`config.mk`:
```
export PLATFORM = sky130hd
export DESIGN_NAME = ex_hazard_unit
export DESIGN_NICKNAME = d
export VERILOG_FILES = /design/src/rtl/ex_hazard_pkg.sv /design/src/rtl/ex_hazard_unit_fwd_sel.sv /design/src/rtl/ex_hazard_unit.sv
export SDC_FILE = /design/constraint.sdc
export NUM_CORES = 1
export LEC_CHECK = 0
export CAP_MARGIN = 20
export CORE_MARGIN = 2
export CORE_UTILIZATION = 23
export DETAILED_ROUTE_END_ITERATION = 6
export SYNTH_ARGS = -nofsm -noshare
export SYNTH_HDL_FRONTEND = slang
export SYNTH_HIERARCHICAL = 1
export SYNTH_SLANG_ARGS = --single-unit
```
`constraint.sdc`:
```
create_clock -name CLK -period 1.6 [get_ports CLK]
set_input_delay 0.24 -clock CLK [delete_from_list [all_inputs] [get_ports CLK]]
set_output_delay 0.24 -clock CLK [all_outputs]
set_load 0.05 [all_outputs]
```
`src/rtl/ex_hazard_pkg.sv`:
```
// Shared types and constants for the EX-stage hazard unit: forward-select encoding,
// stall FSM states and the default index of the program-counter register.
package ex_hazard_pkg;

  typedef enum logic [1:0] {
    FWD_RF  = 2'b00,
    FWD_WB  = 2'b01,
    FWD_MEM = 2'b10
  } fwd_sel_t;

  typedef enum logic [0:0] {
    IDLE   = 1'b0,
    LSTALL = 1'b1
  } hz_state_t;

  localparam int unsigned REG_PC = 15;

endpackage

```
`src/rtl/ex_hazard_unit_fwd_sel.sv`:
```
// Operand forward selector for one EX source register: the MEM stage result wins
// over the WB result, and the PC register is never forwarded.
module hazard_fwd_sel
  import ex_hazard_pkg::*;
#(
  parameter int unsigned RA_W   = 4,
  parameter int unsigned PC_REG = REG_PC
) (
  input  logic [RA_W-1:0] A_E,
  input  logic            RF_WE_M,
  input  logic [RA_W-1:0] A3_M,
  input  logic            RF_WE_W,
  input  logic [RA_W-1:0] A3_W,
  output fwd_sel_t        Fwd
);

  localparam logic [RA_W-1:0] PC_ADDR = RA_W'(PC_REG);

  always_comb begin
    Fwd = FWD_RF;
    if (A_E == PC_ADDR) begin
      Fwd = FWD_RF;
    end else if (RF_WE_M && (A3_M == A_E)) begin
      Fwd = FWD_MEM;
    end else if (RF_WE_W && (A3_W == A_E)) begin
      Fwd = FWD_WB;
    end else begin
      Fwd = FWD_RF;
    end
  end

endmodule

```
`src/rtl/ex_hazard_unit.sv`:
```
// EX-stage hazard unit: operand forwarding, branch flush and load-use stall stretching.
// Optional HAZARD_PERF_EN adds saturating StallCnt/FlushCnt performance counters.
module ex_hazard_unit
  import ex_hazard_pkg::*;
#(
  parameter int unsigned RA_W           = 4,
  parameter int unsigned LOAD_STALL_CYC = 1,
  parameter int unsigned PC_REG         = REG_PC
) (
  input  logic            CLK,
  input  logic            RST,
  input  logic [RA_W-1:0] A1_D,
  input  logic [RA_W-1:0] A2_D,
  input  logic            Use1_D,
  input  logic            Use2_D,
  input  logic [RA_W-1:0] A1_E,
  input  logic [RA_W-1:0] A2_E,
  input  logic            RF_WE_E,
  input  logic            WBSelect_E,
  input  logic [RA_W-1:0] A3_E,
  input  logic            BranchTaken_E,
  input  logic            RF_WE_M,
  input  logic [RA_W-1:0] A3_M,
  input  logic            RF_WE_W,
  input  logic [RA_W-1:0] A3_W,
  output logic            StallF,
  output logic            StallD,
  output logic            FlushD,
  output logic            FlushE,
  output logic [1:0]      ForwardA_E,
`ifdef HAZARD_PERF_EN
  output logic [31:0]     StallCnt,
  output logic [31:0]     FlushCnt,
`endif
  output logic [1:0]      ForwardB_E
);

  localparam logic [RA_W-1:0] PC_ADDR  = RA_W'(PC_REG);
  localparam bit              MULTI    = (LOAD_STALL_CYC > 1);
  localparam logic [3:0]      CNT_INIT = MULTI ? 4'(LOAD_STALL_CYC - 2) : 4'd0;

  fwd_sel_t  fwd_a, fwd_b;
  hz_state_t state_d, state_q;
  logic [3:0] count_d, count_q;
  logic stall, flush_d, flush_e, lduse;

  hazard_fwd_sel #(.RA_W(RA_W), .PC_REG(PC_REG)) u_fwd_a (
    .A_E(A1_E), .RF_WE_M(RF_WE_M), .A3_M(A3_M), .RF_WE_W(RF_WE_W), .A3_W(A3_W), .Fwd(fwd_a)
  );

  hazard_fwd_sel #(.RA_W(RA_W), .PC_REG(PC_REG)) u_fwd_b (
    .A_E(A2_E), .RF_WE_M(RF_WE_M), .A3_M(A3_M), .RF_WE_W(RF_WE_W), .A3_W(A3_W), .Fwd(fwd_b)
  );

  assign lduse = RF_WE_E && WBSelect_E && (A3_E != PC_ADDR) &&
                 ((Use1_D && (A1_D == A3_E)) || (Use2_D && (A2_D == A3_E)));

  // A branch outranks a load-use hazard; LSTALL ignores branches since EX holds a bubble.
  always_comb begin
    state_d = state_q;
    count_d = count_q;
    stall   = 1'b0;
    flush_d = 1'b0;
    flush_e = 1'b0;
    case (state_q)
      IDLE: begin
        if (BranchTaken_E) begin
          flush_d = 1'b1;
          flush_e = 1'b1;
        end else if (lduse) begin
          stall   = 1'b1;
          flush_e = 1'b1;
          if (MULTI) begin
            state_d = LSTALL;
            count_d = CNT_INIT;
          end else begin
            state_d = IDLE;
          end
        end else begin
          state_d = IDLE;
        end
      end
      LSTALL: begin
        stall   = 1'b1;
        flush_e = 1'b1;
        if (count_q == 4'd0) begin
          state_d = IDLE;
        end else begin
          count_d = count_q - 4'd1;
        end
      end
      default: begin
        state_d = IDLE;
        count_d = 4'd0;
      end
    endcase
  end

  always_ff @(posedge CLK or negedge RST) begin
    if (!RST) begin
      state_q <= IDLE;
      count_q <= 4'd0;
    end else begin
      state_q <= state_d;
      count_q <= count_d;
    end
  end

  // Outputs are zero-latency, so they are gated directly by reset.
  assign StallF     = RST & stall;
  assign StallD     = RST & stall;
  assign FlushD     = RST & flush_d;
  assign FlushE     = RST & flush_e;
  assign ForwardA_E = RST ? fwd_a : FWD_RF;
  assign ForwardB_E = RST ? fwd_b : FWD_RF;

`ifdef HAZARD_PERF_EN
  logic [31:0] stall_cnt_d, stall_cnt_q, flush_cnt_d, flush_cnt_q;

  always_comb begin
    stall_cnt_d = stall_cnt_q;
    flush_cnt_d = flush_cnt_q;
    if (StallD && (stall_cnt_q != 32'hFFFF_FFFF)) begin
      stall_cnt_d = stall_cnt_q + 32'd1;
    end else begin
      stall_cnt_d = stall_cnt_q;
    end
    if (FlushD && (flush_cnt_q != 32'hFFFF_FFFF)) begin
      flush_cnt_d = flush_cnt_q + 32'd1;
    end else begin
      flush_cnt_d = flush_cnt_q;
    end
  end

  always_ff @(posedge CLK or negedge RST) begin
    if (!RST) begin
      stall_cnt_q <= 32'd0;
      flush_cnt_q <= 32'd0;
    end else begin
      stall_cnt_q <= stall_cnt_d;
      flush_cnt_q <= flush_cnt_d;
    end
  end

  assign StallCnt = stall_cnt_q;
  assign FlushCnt = flush_cnt_q;
`endif

endmodule

```
### Word-level counts from Yosys, hierarchy flattened

Cells that the tools add are included.
W data, S select, Z words.

* bits of input ports: 37
* register bits: 5
* output and inout bits: 8
* word-level logic and storage cells: 46

* $add $sub $neg: 1
* eq/ne operators: 9
* reduce and logical (&&, ||, !) cells: 12
* multiplexer cells: 17
* bitwise gates (word level): 5

Operator list (count)
* $eq A4 B4 Y1: 6
* $mux W2: 6
* $logic_and A1 B1 Y1: 9
* $eq A4 B4 Y1 const B: 2
* $mux W1: 8
* $pmux W1 S2: 3
* $logic_not A4 Y1: 1
* $ne A4 B4 Y1 const B: 1
* $sub A4 B1 Y4 const B: 1
* $and A1 B1 Y1: 3
* $not A1 Y1: 2
* $reduce_and A2 Y1: 1
* $logic_or A1 B1 Y1: 1

### Longest topological paths before layout

* word-level depth: 8
* depth in mapped cells: 6
* gate-level depth less buffers: 6

### By module

Netlist, hierarchy kept.

Modules (own cells, without submodules)
* ex_hazard_unit: seq. area each 125.1 µm², cells each 45, times used 1, area each 397.9 µm²
* hazard_fwd_sel: seq. area each 0.0 µm², cells each 19, times used 2, area each 131.4 µm²

### Worst setup path before layout

No wires, ideal clock.

* path kind: input to output
* start point: input A1_E[1]
* end point: output ForwardA_E[1]
* arrival: 1.379 ns
* stages: 5
* path slack: -0.019 ns
* buffers on the path: 0
* cell sequence: nand2b_1 -> o2111ai_1 -> a2111oi_2 -> o21a_1 -> and2_1

* word-level cells in the longest chain between the ends: 5
* elaborated cells on any way between the ends: 6
* those cells by class: 2 x eq/ne; 3 x mux; 1 x reduce/logical

Ends and longest elaborated chain
* start, declared: RTL line ex_hazard_unit.sv:16 `input logic [RA_W-1:0] A1_E,`
* $eq A4 B4 Y1: RTL line ex_hazard_unit_fwd_sel.sv:23 `end else if (RF_WE_M && (A3_M == A_E)) begin`
* $logic_and A1 B1 Y1: RTL line ex_hazard_unit_fwd_sel.sv:23
* $mux W2: RTL line ex_hazard_unit_fwd_sel.sv:23
* $mux W2 (*): RTL line ex_hazard_unit_fwd_sel.sv:21 `if (A_E == PC_ADDR) begin`
* named net fwd_a[1]: RTL line ex_hazard_unit.sv:42 `fwd_sel_t fwd_a, fwd_b;`
* $mux W2 (*): RTL line ex_hazard_unit.sv:114 `assign ForwardA_E = RST ? fwd_a : FWD_RF;`
* end, declared: RTL line ex_hazard_unit.sv:30 `output logic [1:0] ForwardA_E,`

Mark *: on every way through the listed nets, which the timed path passes. The rest lies on a longest branch.

### Final worst setup path

* start point: input A3_M[2]
* end point: output ForwardA_E[1]

* word-level cells in the longest chain between the ends: 5

Ends and longest elaborated chain
* start, declared: RTL line ex_hazard_unit.sv:23 `input logic [RA_W-1:0] A3_M,`
* $eq A4 B4 Y1: RTL line ex_hazard_unit_fwd_sel.sv:23
* $logic_and A1 B1 Y1: RTL line ex_hazard_unit_fwd_sel.sv:23
* $mux W2: RTL line ex_hazard_unit_fwd_sel.sv:23
* $mux W2: RTL line ex_hazard_unit_fwd_sel.sv:21
* named net fwd_a[1]: RTL line ex_hazard_unit.sv:42
* $mux W2: RTL line ex_hazard_unit.sv:114

The timed path passes the listed nets, and every way through them passes these cells.

==> impl_metrics.json <==
{
  "numCtsBuffers": 3,
  "synth.avg_cell_area_um2": 7.96,
  "use_met2": 0.260,
  "grt_use_met3": 0.0408,
  "worstMarginPinSlew_ns": 0.310,
  "synth-xor-area-share": 0.239,
  "wl_um": 2180,
  "drt_iter0_markers": 49,
  "use_met1": 0.172,
  "synth_area_um2": 661,
  "antennaDiodeCount": 0,
  "path_max_fanout": 2,
  "crit_family": "compound AO/OA/AOI/OAI gates",
  "vias_per_cell": 4.66,
  "h-tree-depth": 1,
  "skew_ns": 0.00234,
  "placed_cells": 165,
  "top_usage_layer": "met2",
  "die-width_um": 57.6,
  "routabilityCongestion": 0.773,
  "power_density_nw_per_um2": 392,
  "firstDrtPassIters": 3,
  "cts.clk_slew.worst_paths_ns": 0.04,
  "power.total_mw": 0.543,
  "grt_max_degree": 8,
  "dp_hpwl_um": 1720,
  "path_class": "input pin to output port",
  "holdWs_ns": 0.402,
  "drc_errors": 0,
  "core_area_um2": 2730,
  "grt_usage": 0.142,
  "reg2reg_slack_ns": 0.31,
  "cpMaxStageDelayCell": "a2111oi_4",
  "synth.distinct_cells": 26,
  "peakVddDrop_mv": 0.525,
  "synth_top_family_by_area": "simple AND/OR/NAND/NOR gates",
  "seq_area_frac_synth": 0.189,
  "yosys_warnings": 6,
  "slowest_delay_ns": 0.37,
  "placed_area_um2": 1250,
  "portBuffers": 44,
  "synth_compound_area_frac": 0.214,
  "drtAntennaViolNets": 0,
  "rows": 19,
  "fmax_ghz": 0.637,
  "max_cap_violations": 0,
  "rsz0062_at_grt": "yes",
  "wire_per_inst_um": 12.9,
  "clk_path_buf_depth": 2,
  "grt_pass1_wl_um": 3770,
  "root_buffer": "clkbuf_4",
  "grt_pass1_vias": 863,
  "synth-adder-area-share": 0.0189,
  "ios": 45,
  "start_util": 0.242,
  "start_kind": "input pin",
  "detailroute.via_count": 787,
  "final_max_slew_viol_count": 0,
  "finalHoldViolCount": 0,
  "cp.required_ns": 1.36,
  "yosys.area_share.simple": 0.265,
  "area_growth_pct": 110,
  "grt_overflow_total": 0,
  "layout_common_cells": "xnor2_1 (11), dlygate4sd2_1 (11), buf_4 (10)",
  "stdcell_area_um2": 1390,
  "cts_tree": "yes",
  "clock_latency_ns": 0.24,
  "postLayoutCoreUtil": 0.507,
  "antenna_found_initial": 0,
  "post_cts_buffers": 0,
  "min_path_type": "input pin to asynchronous set/reset pin",
  "status": "finished, final reports clean",
  "cp.buffers_inverters": 2,
  "nNetsFinal": 177,
  "netlist_instances": 83,
  "power.static_leakage_nw": 0.623,
  "syn-num-nets": 121,
  "synth_mux_area_frac": 0,
  "die_area_um2": 3320,
  "drive_above_1_share": 0.435,
  "fin_cells": 169,
  "setup_violations": 0,
  "endpoint_kind": "output port",
  "crit_chain": "buf_6 > xor2_2 > a2111oi_4 > o21a_1 > and2_4 > buf_12",
  "cts_hold_buffers": 0,
  "numClockSinks": 5,
  "slew_headroom": 0.793,
  "die_h_um": 57.6,
  "min_period_over_period": 0.981,
  "ys_ff_latch": 5,
  "arrival_ns": 1.33,
  "fin_crit_ns": 1.57
}
## sequential cells by signal, indices dropped and copies added (netlist names)
signal,flops
state_q,1
count_q,4
## Yosys cell counts
cell / count / area (um2)
a2111oi_2: 2 / 30.0
o21ai_2: 1 / 8.76
nor3_1: 3 / 15.0
a41oi_1: 1 / 8.76
nand2b_1: 4 / 25.0
a22o_2: 1 / 10.0
nand4_1: 3 / 18.8
o31a_1: 1 / 8.76
inv_1: 11 / 41.3
a22o_1: 2 / 17.5
nor4_2: 1 / 12.5
nand3_1: 7 / 35.0
o21ai_0: 2 / 10.0
and2_1: 4 / 25.0
nor2_1: 1 / 3.75
nor2b_1: 1 / 6.26
ha_1: 1 / 12.5
o21a_1: 4 / 30.0
and3b_1: 1 / 8.76
nand2_2: 1 / 6.26
xor2_1: 6 / 52.6
buf_4: 1 / 7.51
xnor2_1: 12 / 105
o2111ai_1: 2 / 17.5
nand2_1: 5 / 18.8
dfrtp_1: 5 / 125
## what timing repair did
item | CTS | global route
endpoints found under the setup margin | 7 | 7
resized for setup | 100 | 30
pin swaps | 22 | 20
## stage by stage
step	setup WS [ns]	setup TNS [ns]
after floorplan	0.0488	0
after global placement	-0.497	-2.79
after detailed placement	-0.524	-2.99
after CTS	-0.0216	-0.0322
after global routing	-0.0206	-0.0657
final	0.0305	0
## layer usage
metal,vias to the layer above,share of wire
met1,358,0.40
li1,396,-
met2,33,0.51
met3,0,0.088
met4,0,0
met5,-,0
## final cells by class
cell class / count / area [um2]
fill: 271 / 1350
multi-input combinational: 66 / 627
timing repair buffer: 52 / 527
sequential: 5 / 125
inverter: 11 / 41.3
tap: 31 / 38.8
clock buffer: 4 / 26.3
## worst reg2reg max path: stages, from the launching register on
cell and delay (ns):
dfrtp_1 0.40, inv_1 0.06, ha_1 0.23, nand2_1 0.08
nand2_2 0.09, nor4_2 0.18, xor2_1 0.17
## kinds of logic after synthesis
logic type | Yosys count
and+or+nand+nor | 31
buffers and inverters | 12
AOI/OAI and AO/OA | 16
adders and majority gates | 1
DFF | 5
xor gates and xnor gates | 18
## worst paths after layout
check / startpoint / endpoint / cells past startpoint
setup / recovery: A3_M[2] / ForwardA_E[1] / 6
hold / removal: RST / count_q[3] / 2
setup reg to reg: count_q[0] / count_q[3] / 6
hold reg to reg: count_q[3] / count_q[3] / 1
max in group asynchronous: RST / count_q[1] / 2
min in group CLK: count_q[3] / count_q[3] / 1
## report_power, final
group | internal [mW] | total (mW) | switching, mW
Sequential | 0.127 | 0.127 | 0
Clock | 0.0942 | 0.145 | 0.0510
Combinational | 0.151 | 0.270 | 0.119
Total | 0.372 | 0.543 | 0.170
No activity file was read; power rests on OpenSTA's default activity.
